===== src/rtl/a2d_pkg.sv =====
// Shared types and helpers for the A2D round-robin sequencer.
package a2d_pkg;

    // A2D channel numbers
    localparam logic [2:0] CH_LFT  = 3'd0;
    localparam logic [2:0] CH_RGHT = 3'd4;
    localparam logic [2:0] CH_BATT = 3'd5;

    // Frame sent to clock the conversion result back out
    localparam logic [15:0] RD_FRAME = 16'h0000;

    typedef enum logic [2:0] {
        StIdle,
        StCmd,
        StWaitCmd,
        StGap1,
        StRd,
        StWaitRd,
        StGap2
    } a2d_state_t;

    typedef enum logic [1:0] {
        ChLft,
        ChRght,
        ChBatt
    } ch_sel_t;

    // Channel-select frame: {2'b00, channel, 11'h000}
    function automatic logic [15:0] a2d_cmd(input ch_sel_t ch);
        logic [2:0] num;
        case (ch)
            ChLft:   num = CH_LFT;
            ChRght:  num = CH_RGHT;
            ChBatt:  num = CH_BATT;
            default: num = CH_LFT;
        endcase
        return {2'b00, num, 11'h000};
    endfunction

endpackage


===== src/rtl/a2d_round_robin_avg.sv =====
// Two-sample averager for one load-cell channel. The first sample after
// reset is stored raw; later samples store (prev + new) >> 1 with truncation.
// Only compiled when A2D_RR_AVG_EN is defined, since only that build uses it.
`ifdef A2D_RR_AVG_EN
module a2d_avg (
    input  logic        clk,
    input  logic        rst,
    input  logic        load,
    input  logic [11:0] sample,
    output logic [11:0] avg
);

    logic [11:0] avg_q;
    logic        primed_q;
    logic [12:0] sum;

    assign sum = {1'b0, avg_q} + {1'b0, sample};
    assign avg = avg_q;

    // Store raw on the first sample, averaged afterwards
    always_ff @(posedge clk or posedge rst) begin
        if (rst) begin
            avg_q    <= '0;
            primed_q <= 1'b0;
        end else if (load) begin
            avg_q    <= primed_q ? sum[12:1] : sample;
            primed_q <= 1'b1;
        end
    end

endmodule
`endif


===== src/rtl/a2d_round_robin.sv =====
// Round-robin sequencer for the shared A2D SPI master: on each request it
// converts left load cell, right load cell and battery in that order, two SPI
// frames per channel (channel select, then read-back).
// Optional feature: define A2D_RR_AVG_EN to average lft_ld/rght_ld over two
// samples (a2d_avg); default build stores raw results.
module a2d_round_robin
    import a2d_pkg::*;
#(
    parameter int unsigned GAP_CYC = 2
) (
    input  logic        clk,
    input  logic        rst,
    input  logic        nxt,
    output logic        wrt,
    output logic [15:0] cmd,
    input  logic        done,
    input  logic [15:0] rd_data,
    output logic [11:0] lft_ld,
    output logic [11:0] rght_ld,
    output logic [11:0] batt,
    output logic        busy,
    output logic        round_done
);

    localparam logic [3:0] GapLoad = 4'(GAP_CYC - 1);

    a2d_state_t  state_q, state_d;
    ch_sel_t     ch_q, ch_d;
    logic        pending_q, pending_d;
    logic [3:0]  gap_cnt_q, gap_cnt_d;
    logic [15:0] cmd_q, cmd_d;
    logic        round_done_q, round_done_d;
    logic        store_lft, store_rght, store_batt;
    logic        unused_rd_hi;

    // Upper result bits carry no conversion data
    assign unused_rd_hi = ^rd_data[15:12];

    // State, channel, request and frame registers
    always_ff @(posedge clk or posedge rst) begin
        if (rst) begin
            state_q      <= StIdle;
            ch_q         <= ChLft;
            pending_q    <= 1'b0;
            gap_cnt_q    <= '0;
            cmd_q        <= '0;
            round_done_q <= 1'b0;
        end else begin
            state_q      <= state_d;
            ch_q         <= ch_d;
            pending_q    <= pending_d;
            gap_cnt_q    <= gap_cnt_d;
            cmd_q        <= cmd_d;
            round_done_q <= round_done_d;
        end
    end

    // Next-state logic; cmd is loaded on entry to CMD/RD so it is valid with wrt
    always_comb begin
        state_d      = state_q;
        ch_d         = ch_q;
        pending_d    = pending_q;
        gap_cnt_d    = gap_cnt_q;
        cmd_d        = cmd_q;
        round_done_d = 1'b0;
        store_lft    = 1'b0;
        store_rght   = 1'b0;
        store_batt   = 1'b0;

        // A request during a round is remembered once; extras are dropped
        if (state_q != StIdle && nxt) begin
            pending_d = 1'b1;
        end

        case (state_q)
            StIdle: begin
                if (nxt || pending_q) begin
                    state_d   = StCmd;
                    ch_d      = ChLft;
                    cmd_d     = a2d_cmd(ChLft);
                    pending_d = 1'b0;
                end
            end
            StCmd: begin
                state_d = StWaitCmd;
            end
            StWaitCmd: begin
                if (done) begin
                    state_d   = StGap1;
                    gap_cnt_d = GapLoad;
                end
            end
            StGap1: begin
                if (gap_cnt_q == 4'd0) begin
                    state_d = StRd;
                    cmd_d   = RD_FRAME;
                end else begin
                    gap_cnt_d = gap_cnt_q - 4'd1;
                end
            end
            StRd: begin
                state_d = StWaitRd;
            end
            StWaitRd: begin
                if (done) begin
                    case (ch_q)
                        ChLft:   store_lft  = 1'b1;
                        ChRght:  store_rght = 1'b1;
                        default: store_batt = 1'b1;
                    endcase
                    if (ch_q == ChBatt) begin
                        round_done_d = 1'b1;
                        pending_d    = 1'b0;
                        // A pending or coincident request chains straight into a new round
                        if (pending_q || nxt) begin
                            state_d = StCmd;
                            ch_d    = ChLft;
                            cmd_d   = a2d_cmd(ChLft);
                        end else begin
                            state_d = StIdle;
                            cmd_d   = '0;
                        end
                    end else begin
                        state_d   = StGap2;
                        gap_cnt_d = GapLoad;
                    end
                end
            end
            StGap2: begin
                if (gap_cnt_q == 4'd0) begin
                    state_d = StCmd;
                    ch_d    = (ch_q == ChLft) ? ChRght : ChBatt;
                    cmd_d   = a2d_cmd((ch_q == ChLft) ? ChRght : ChBatt);
                end else begin
                    gap_cnt_d = gap_cnt_q - 4'd1;
                end
            end
            default: begin
                state_d = StIdle;
            end
        endcase
    end

    assign wrt        = (state_q == StCmd) || (state_q == StRd);
    assign busy       = (state_q != StIdle);
    assign cmd        = cmd_q;
    assign round_done = round_done_q;

`ifdef A2D_RR_AVG_EN
    a2d_avg u_avg_lft (
        .clk    (clk),
        .rst    (rst),
        .load   (store_lft),
        .sample (rd_data[11:0]),
        .avg    (lft_ld)
    );

    a2d_avg u_avg_rght (
        .clk    (clk),
        .rst    (rst),
        .load   (store_rght),
        .sample (rd_data[11:0]),
        .avg    (rght_ld)
    );
`else
    // Raw load-cell results
    always_ff @(posedge clk or posedge rst) begin
        if (rst) begin
            lft_ld  <= '0;
            rght_ld <= '0;
        end else begin
            if (store_lft)  lft_ld  <= rd_data[11:0];
            if (store_rght) rght_ld <= rd_data[11:0];
        end
    end
`endif

    // Battery result is always raw
    always_ff @(posedge clk or posedge rst) begin
        if (rst) begin
            batt <= '0;
        end else if (store_batt) begin
            batt <= rd_data[11:0];
        end
    end

endmodule


===== config.mk =====
export PLATFORM = sky130hd
export DESIGN_NAME = a2d_round_robin
export DESIGN_NICKNAME = d
export VERILOG_FILES = /design/src/rtl/a2d_pkg.sv /design/src/rtl/a2d_round_robin_avg.sv /design/src/rtl/a2d_round_robin.sv
export SDC_FILE = /design/constraint.sdc
export NUM_CORES = 1
export LEC_CHECK = 0
export ABC_AREA = 0
export ABC_CLOCK_PERIOD_IN_PS = 2400
export CORE_AREA = 2 2 74 76
export CTS_CLUSTER_DIAMETER = 100
export DETAILED_ROUTE_END_ITERATION = 6
export DIE_AREA = 0 0 76 78
export GPL_TIMING_DRIVEN = 0
export PLACE_DENSITY = 0.79
export SLEW_MARGIN = 15
export SYNTH_ARGS = -nofsm -noshare
export SYNTH_HDL_FRONTEND = slang
export SYNTH_SLANG_ARGS = --single-unit

===== constraint.sdc =====
create_clock -name clk -period 2.4 [get_ports clk]
set_clock_uncertainty 0.15 [all_clocks]
set_input_delay 0.72 -clock clk [delete_from_list [all_inputs] [get_ports clk]]
set_output_delay 0.72 -clock clk [all_outputs]
set_load 0.02 [all_outputs]

Word level (Yosys, flattened, before mapping)
Index checks and enable logic that the tools add are counted.
{"block": "totals", "regBits": 63, "inputBits": 20, "out_inout_bits": 55, "wordCells": 87}
{"block": "op_classes", "n_mux": 43, "n_addsub": 1, "reduce_logical": 16, "eq_ne": 18}
{"operator": "16-bit 2-to-1 mux", "n": 5}
{"operator": "16-bit one-hot mux with 4 select lines", "n": 1}
{"operator": "3-bit one-hot mux with 7 select lines", "n": 1}
{"operator": "3-bit 2-to-1 mux", "n": 6}
{"operator": "1-bit 2-to-1 mux", "n": 17}
{"operator": "4-bit 2-to-1 mux", "n": 4}
{"operator": "2-bit inequality test, second input constant", "n": 8}
{"operator": "4-bit one-hot mux with 3 select lines", "n": 1}
{"operator": "2-bit 2-to-1 mux", "n": 5}
{"operator": "5-bit AND reduction", "n": 2}
{"operator": "3-bit equality test, second input constant", "n": 3}
{"operator": "3-bit nonzero test", "n": 3}
{"operator": "3-bit by 2-bit equality test with 1-bit output, second input constant", "n": 2}
{"operator": "2-bit one-hot mux with 3 select lines", "n": 1}
{"operator": "3-bit one-hot mux with 2 select lines", "n": 1}
{"operator": "6-bit AND reduction", "n": 1}
{"operator": "2-bit by 1-bit equality test with 1-bit output, second input constant", "n": 2}
{"operator": "2-bit equality test, second input constant", "n": 2}
{"operator": "4-bit logical NOT", "n": 1}
{"operator": "4-bit AND reduction", "n": 1}
{"operator": "4-bit nonzero test", "n": 1}
{"operator": "2-bit OR reduction", "n": 2}
{"operator": "4-bit by 1-bit subtractor with 4-bit output, second input constant", "n": 1}
{"operator": "3-bit by 1-bit equality test with 1-bit output, second input constant", "n": 1}
{"operator": "other kinds (5)", "n": 6}

Logic depth before layout (Yosys ltp)
{"block": "depth", "depth_word": 6, "ltp_mapped": 6, "mapped_depth_nobuf": 6}

Worst setup path after synthesis
Ideal clock, no wire load.
{"block": "synth_timing", "kind": "input to register", "from": "input done", "to": "register rght_ld[0]", "setup_ns": 0.127, "path_buffers": 1, "arrival_ns": 1.754, "setup_slack_ns": 0.368, "required_time_ns": 2.123, "path_stages": 5, "cell_sequence": "and3b_2 -> nand2_1 -> nor3b_2 -> buf_6 -> mux2_1"}
{"block": "synth_between", "elab_chain_cells": 2}
{"element": "start, declared", "line": "a2d_round_robin.sv:16", "source": "input logic done,"}
{"element": "1-bit 2-to-1 mux", "line": "a2d_round_robin.sv:105", "source": "if (done) begin"}
{"element": "1-bit 2-to-1 mux", "line": "a2d_round_robin.sv:75", "source": "case (state_q)"}
{"element": "end signal, assigned", "line": "a2d_round_robin.sv:173", "source": "if (store_rght) rght_ld <= rd_data[11:0];"}
{"element": "end, declared", "line": "a2d_round_robin.sv:19", "source": "output logic [11:0] rght_ld,"}
Every way passes these cells.
A chain may end at the register's enable or synchronous reset.

Worst setup path after layout
{"block": "layout_timing", "from": "register state_q[1]", "to": "output wrt"}
{"block": "layout_between", "elab_chain_cells": 2, "elab_cells_between_ends": 3, "cone_classes": "eq/ne: 2; reduce/logical: 1"}
{"element": "start, declared", "line": "a2d_round_robin.sv:27", "source": "a2d_state_t state_q, state_d;"}
{"element": "start signal, assigned", "line": "a2d_round_robin.sv:42", "source": "state_q <= StIdle;"}
{"element": "start signal, assigned", "line": "a2d_round_robin.sv:49", "source": "state_q <= state_d;"}
{"element": "3-bit by 1-bit equality test with 1-bit output or 3-bit equality test (tied branches)", "line": "a2d_round_robin.sv:144", "source": "assign wrt = (state_q == StCmd) || (state_q == StRd);"}
{"element": "1-bit logical OR (*)", "line": "a2d_round_robin.sv:144"}
{"element": "end, declared", "line": "a2d_round_robin.sv:14", "source": "output logic wrt,"}
Every way passes the cells marked *; elsewhere a longest branch is shown, timed or not.

==> run_results.csv <==
group,metric,value,unit
status,status,"finished, final reports clean",
clocking,cts_tree,"built",
worst_setup_path,crit_type,"flop to output port",
worst_setup_path,cp_slowest_cell,"dfrtp_1",
synth,syn_area_per_cell,12.1,µm²
clocking,clkSinkCount,49,
sta,slew_violations,0,
synth,yosysMostFrequentCell,"dfrtp_1",
sta,period_share,0.953,
synth,yosys_register_bits,49,
global_routing,grt_pass1_wl,7.83,mm
placement,gp_congestion,0.863,
synth,synth.distinct_cells,47,
sta,fmax,437,MHz
flow_run,drv_cap,0,
sta,rsz0062_at_grt,"no",
layout,area_growth,37.0,%
sta,finalSetupTns,0,ns
routing,drc,0,
floorplan,core_area,5040,µm²
global_routing,track_usage,0.165,
sta,finalSetupViolations,0,
synth,ys.flop_type,"dfrtp_1",
clocking,clk_latency,0.29,ns
clocking,clkSlewWorstSetupHoldPaths,0.09,ns
routing,drtAntennaViolNets,0,
layout,nets,291,
layout,multi_input_area,978,µm²
layout,antennaDiodeCount,0,
worst_setup_path,crit_path_max_incr_delay,0.39,ns
placement,dpl-instance-area,3040,µm²
routing,detail_route.wl_per_cell,13.6,µm
synth,async_flop_share,1.00,
power_and_ir_drop,p_per_area,1000,nW/µm²
synth,synth.area.top_cells,"dfrtp_1 53%, mux2_1 10%, mux2_2 7.3%",
floorplan,io_pins,75,
placement,dpl_worst_slack,-0.453,ns
power_and_ir_drop,cellLeakagePower,1.49,nW
placement,hpwl,3.48,mm
floorplan,start_util,0.460,
synth,seq_area_frac_synth,0.529,
min_path,hold_class,"flop to flop",
worst_setup_path,cp.required,1.53,ns
global_routing,antenna_found_initial,0,
sta,min_period,2.29,ns
layout,final_util,0.630,
layout,postLayoutCellArea,3180,µm²
routing,num_vias,1695,
routing,wirelength,4.64,mm
layout,fill_cells,406,
clocking,htreeDepth,2,
worst_setup_path,cp.arrival,1.42,ns
floorplan,rows,26,
worst_setup_path,worst-path-buf-inv,3,
global_routing,overflow,0,
worst_setup_path,cp-start-kind,"flop",
routing,firstDrtPassIters,4,
routing,viasPerCell,4.97,
worst_setup_path,cp_cell_sequence,"buf_6 -> clkbuf_2 -> nor2b_2 -> clkdlybuf4s15_2",
synth,synthTopCellsByCount,"49 x dfrtp_1, 21 x mux2_1, 16 x buf_4",
sta,setup_slack,0.114,ns
synth,syn_area,2320,µm²
power_and_ir_drop,irDropWorstVdd,0.000453,V
clocking,root_buffer,"clkbuf_8",
clocking,cts_buffers,5,
floorplan,die_x,76,µm
placement,portBuffers,56,
sta,hold_viol,0,
global_routing,grt_pass1_vias,1619,
global_routing,grt_max_degree,32,
clocking,clockBufferDepth,2,
clocking,ctsHoldBuffers,0,
floorplan,die_height,78,µm
synth,synth.top_cell.area_share,0.529,
floorplan,dieArea,5930,µm²
synth,ys_warn_count,0,
worst_setup_path,end_kind,"output port",
worst_setup_path,cp_top_family,"buffers and inverters",
synth,synth_enable_flop_cells,0,
routing,drt_first_iter_violations,68,
synth,synthCells,191,
worst_setup_path,critPathMaxFanout,10,
synth,synth_largest_area_cell,"dfrtp_1",
layout,register_area,1230,µm²
layout,final_layout_size_suffix_gt1_frac,0.218,
path summary, 6_finish.rpt:
kind | from | to | slack (ns) | cells past startpoint
min in group asynchronous | rst | lft_ld[0] | 0.58 | 2
setup / recovery | state_q[1] | wrt | 0.11 | 4
hold reg to reg | rght_ld[3] | rght_ld[3] | 0.34 | 1
max in group asynchronous | rst | state_q[0] | 1.00 | 3
hold / removal | rght_ld[3] | rght_ld[3] | 0.34 | 1
setup reg to reg | gap_cnt_q[0] | gap_cnt_q[2] | 0.37 | 6
flip-flops by register name, summed over array words and instances (netlist names):
register	cells
pending_q	1
state_q	3
round_done	1
batt	12
ch_q	2
lft_ld	12
gap_cnt_q	4
rght_ld	12
cmd	2
layout by cell type (no fill, tap or decap), types with 5 or more instances in the layout:
cell / count
a21oi_1: 7
buf_4: 19
clkbuf_8: 5
clkdlybuf4s50_1: 53
conb_1: 14
dfrtp_1: 48
inv_1: 7
mux2_1: 21
mux2_2: 15
nand2_1: 6
nand3_1: 5
nor2_1: 9
cell families (layout without fill, tap and decap cells):
group | after synthesis | count (layout) | share of synthesized area
XOR/XNOR | 1 | 1 | 0.00378
multiplexers | 37 | 37 | 0.179
flip-flops | 49 | 49 | 0.529
AND/OR/NAND/NOR | 44 | 44 | 0.111
buffers and inverters | 30 | 97 | 0.0820
AO/OA/AOI/OAI | 28 | 28 | 0.0880
other | 1 | 14 | 0.00162
adder cells (fa/ha/maj) | 1 | 1 | 0.00540
area by class of cell:
type / count / area share
Multi-Input combinational cell: 125 / 0.308
Clock buffer: 6 / 0.0229
Sequential cell: 49 / 0.387
Buffer: 22 / 0.0548
Timing Repair Buffer: 59 / 0.186
Clock inverter: 2 / 0.00473
Inverter: 8 / 0.00946
Tap cell: 70 / 0.0276
power by group:
group	total [mW]	internal (mW)	leakage, nW	switching, mW
combinational	1.49	0.737	0.794	0.756
sequential	1.21	1.06	0.656	0.153
clock	0.472	0.206	0.0374	0.267
routing by layer:
layer / routed length [µm] / track usage / share of wire
met1: 2010 / 0.217 / 0.43
met2: 2250 / 0.278 / 0.48
met3: 358 / 0.0419 / 0.077
met4: 27 / 0.0364 / 0.0058
met5: 0 / 0 / 0
metrics by stage:
stage | power [mW] | hold slack, ns | cells
finish | 3.18 | 0.341 | 341
global route | 3.38 | 0.368 | 341
CTS | 3.18 | 0.346 | 340
detailed placement | 2.67 | 0.325 | 331
global placement | 2.63 | 0.317 | 330
floorplan | 2.10 | 0.314 | 204
timing repair:
item,in CTS,in global routing
endpoints found under the setup margin,12,2
resized for setup,14,8
buffers inserted,1,1
pin swaps,1,1
(Power assumes the default switching activity.)
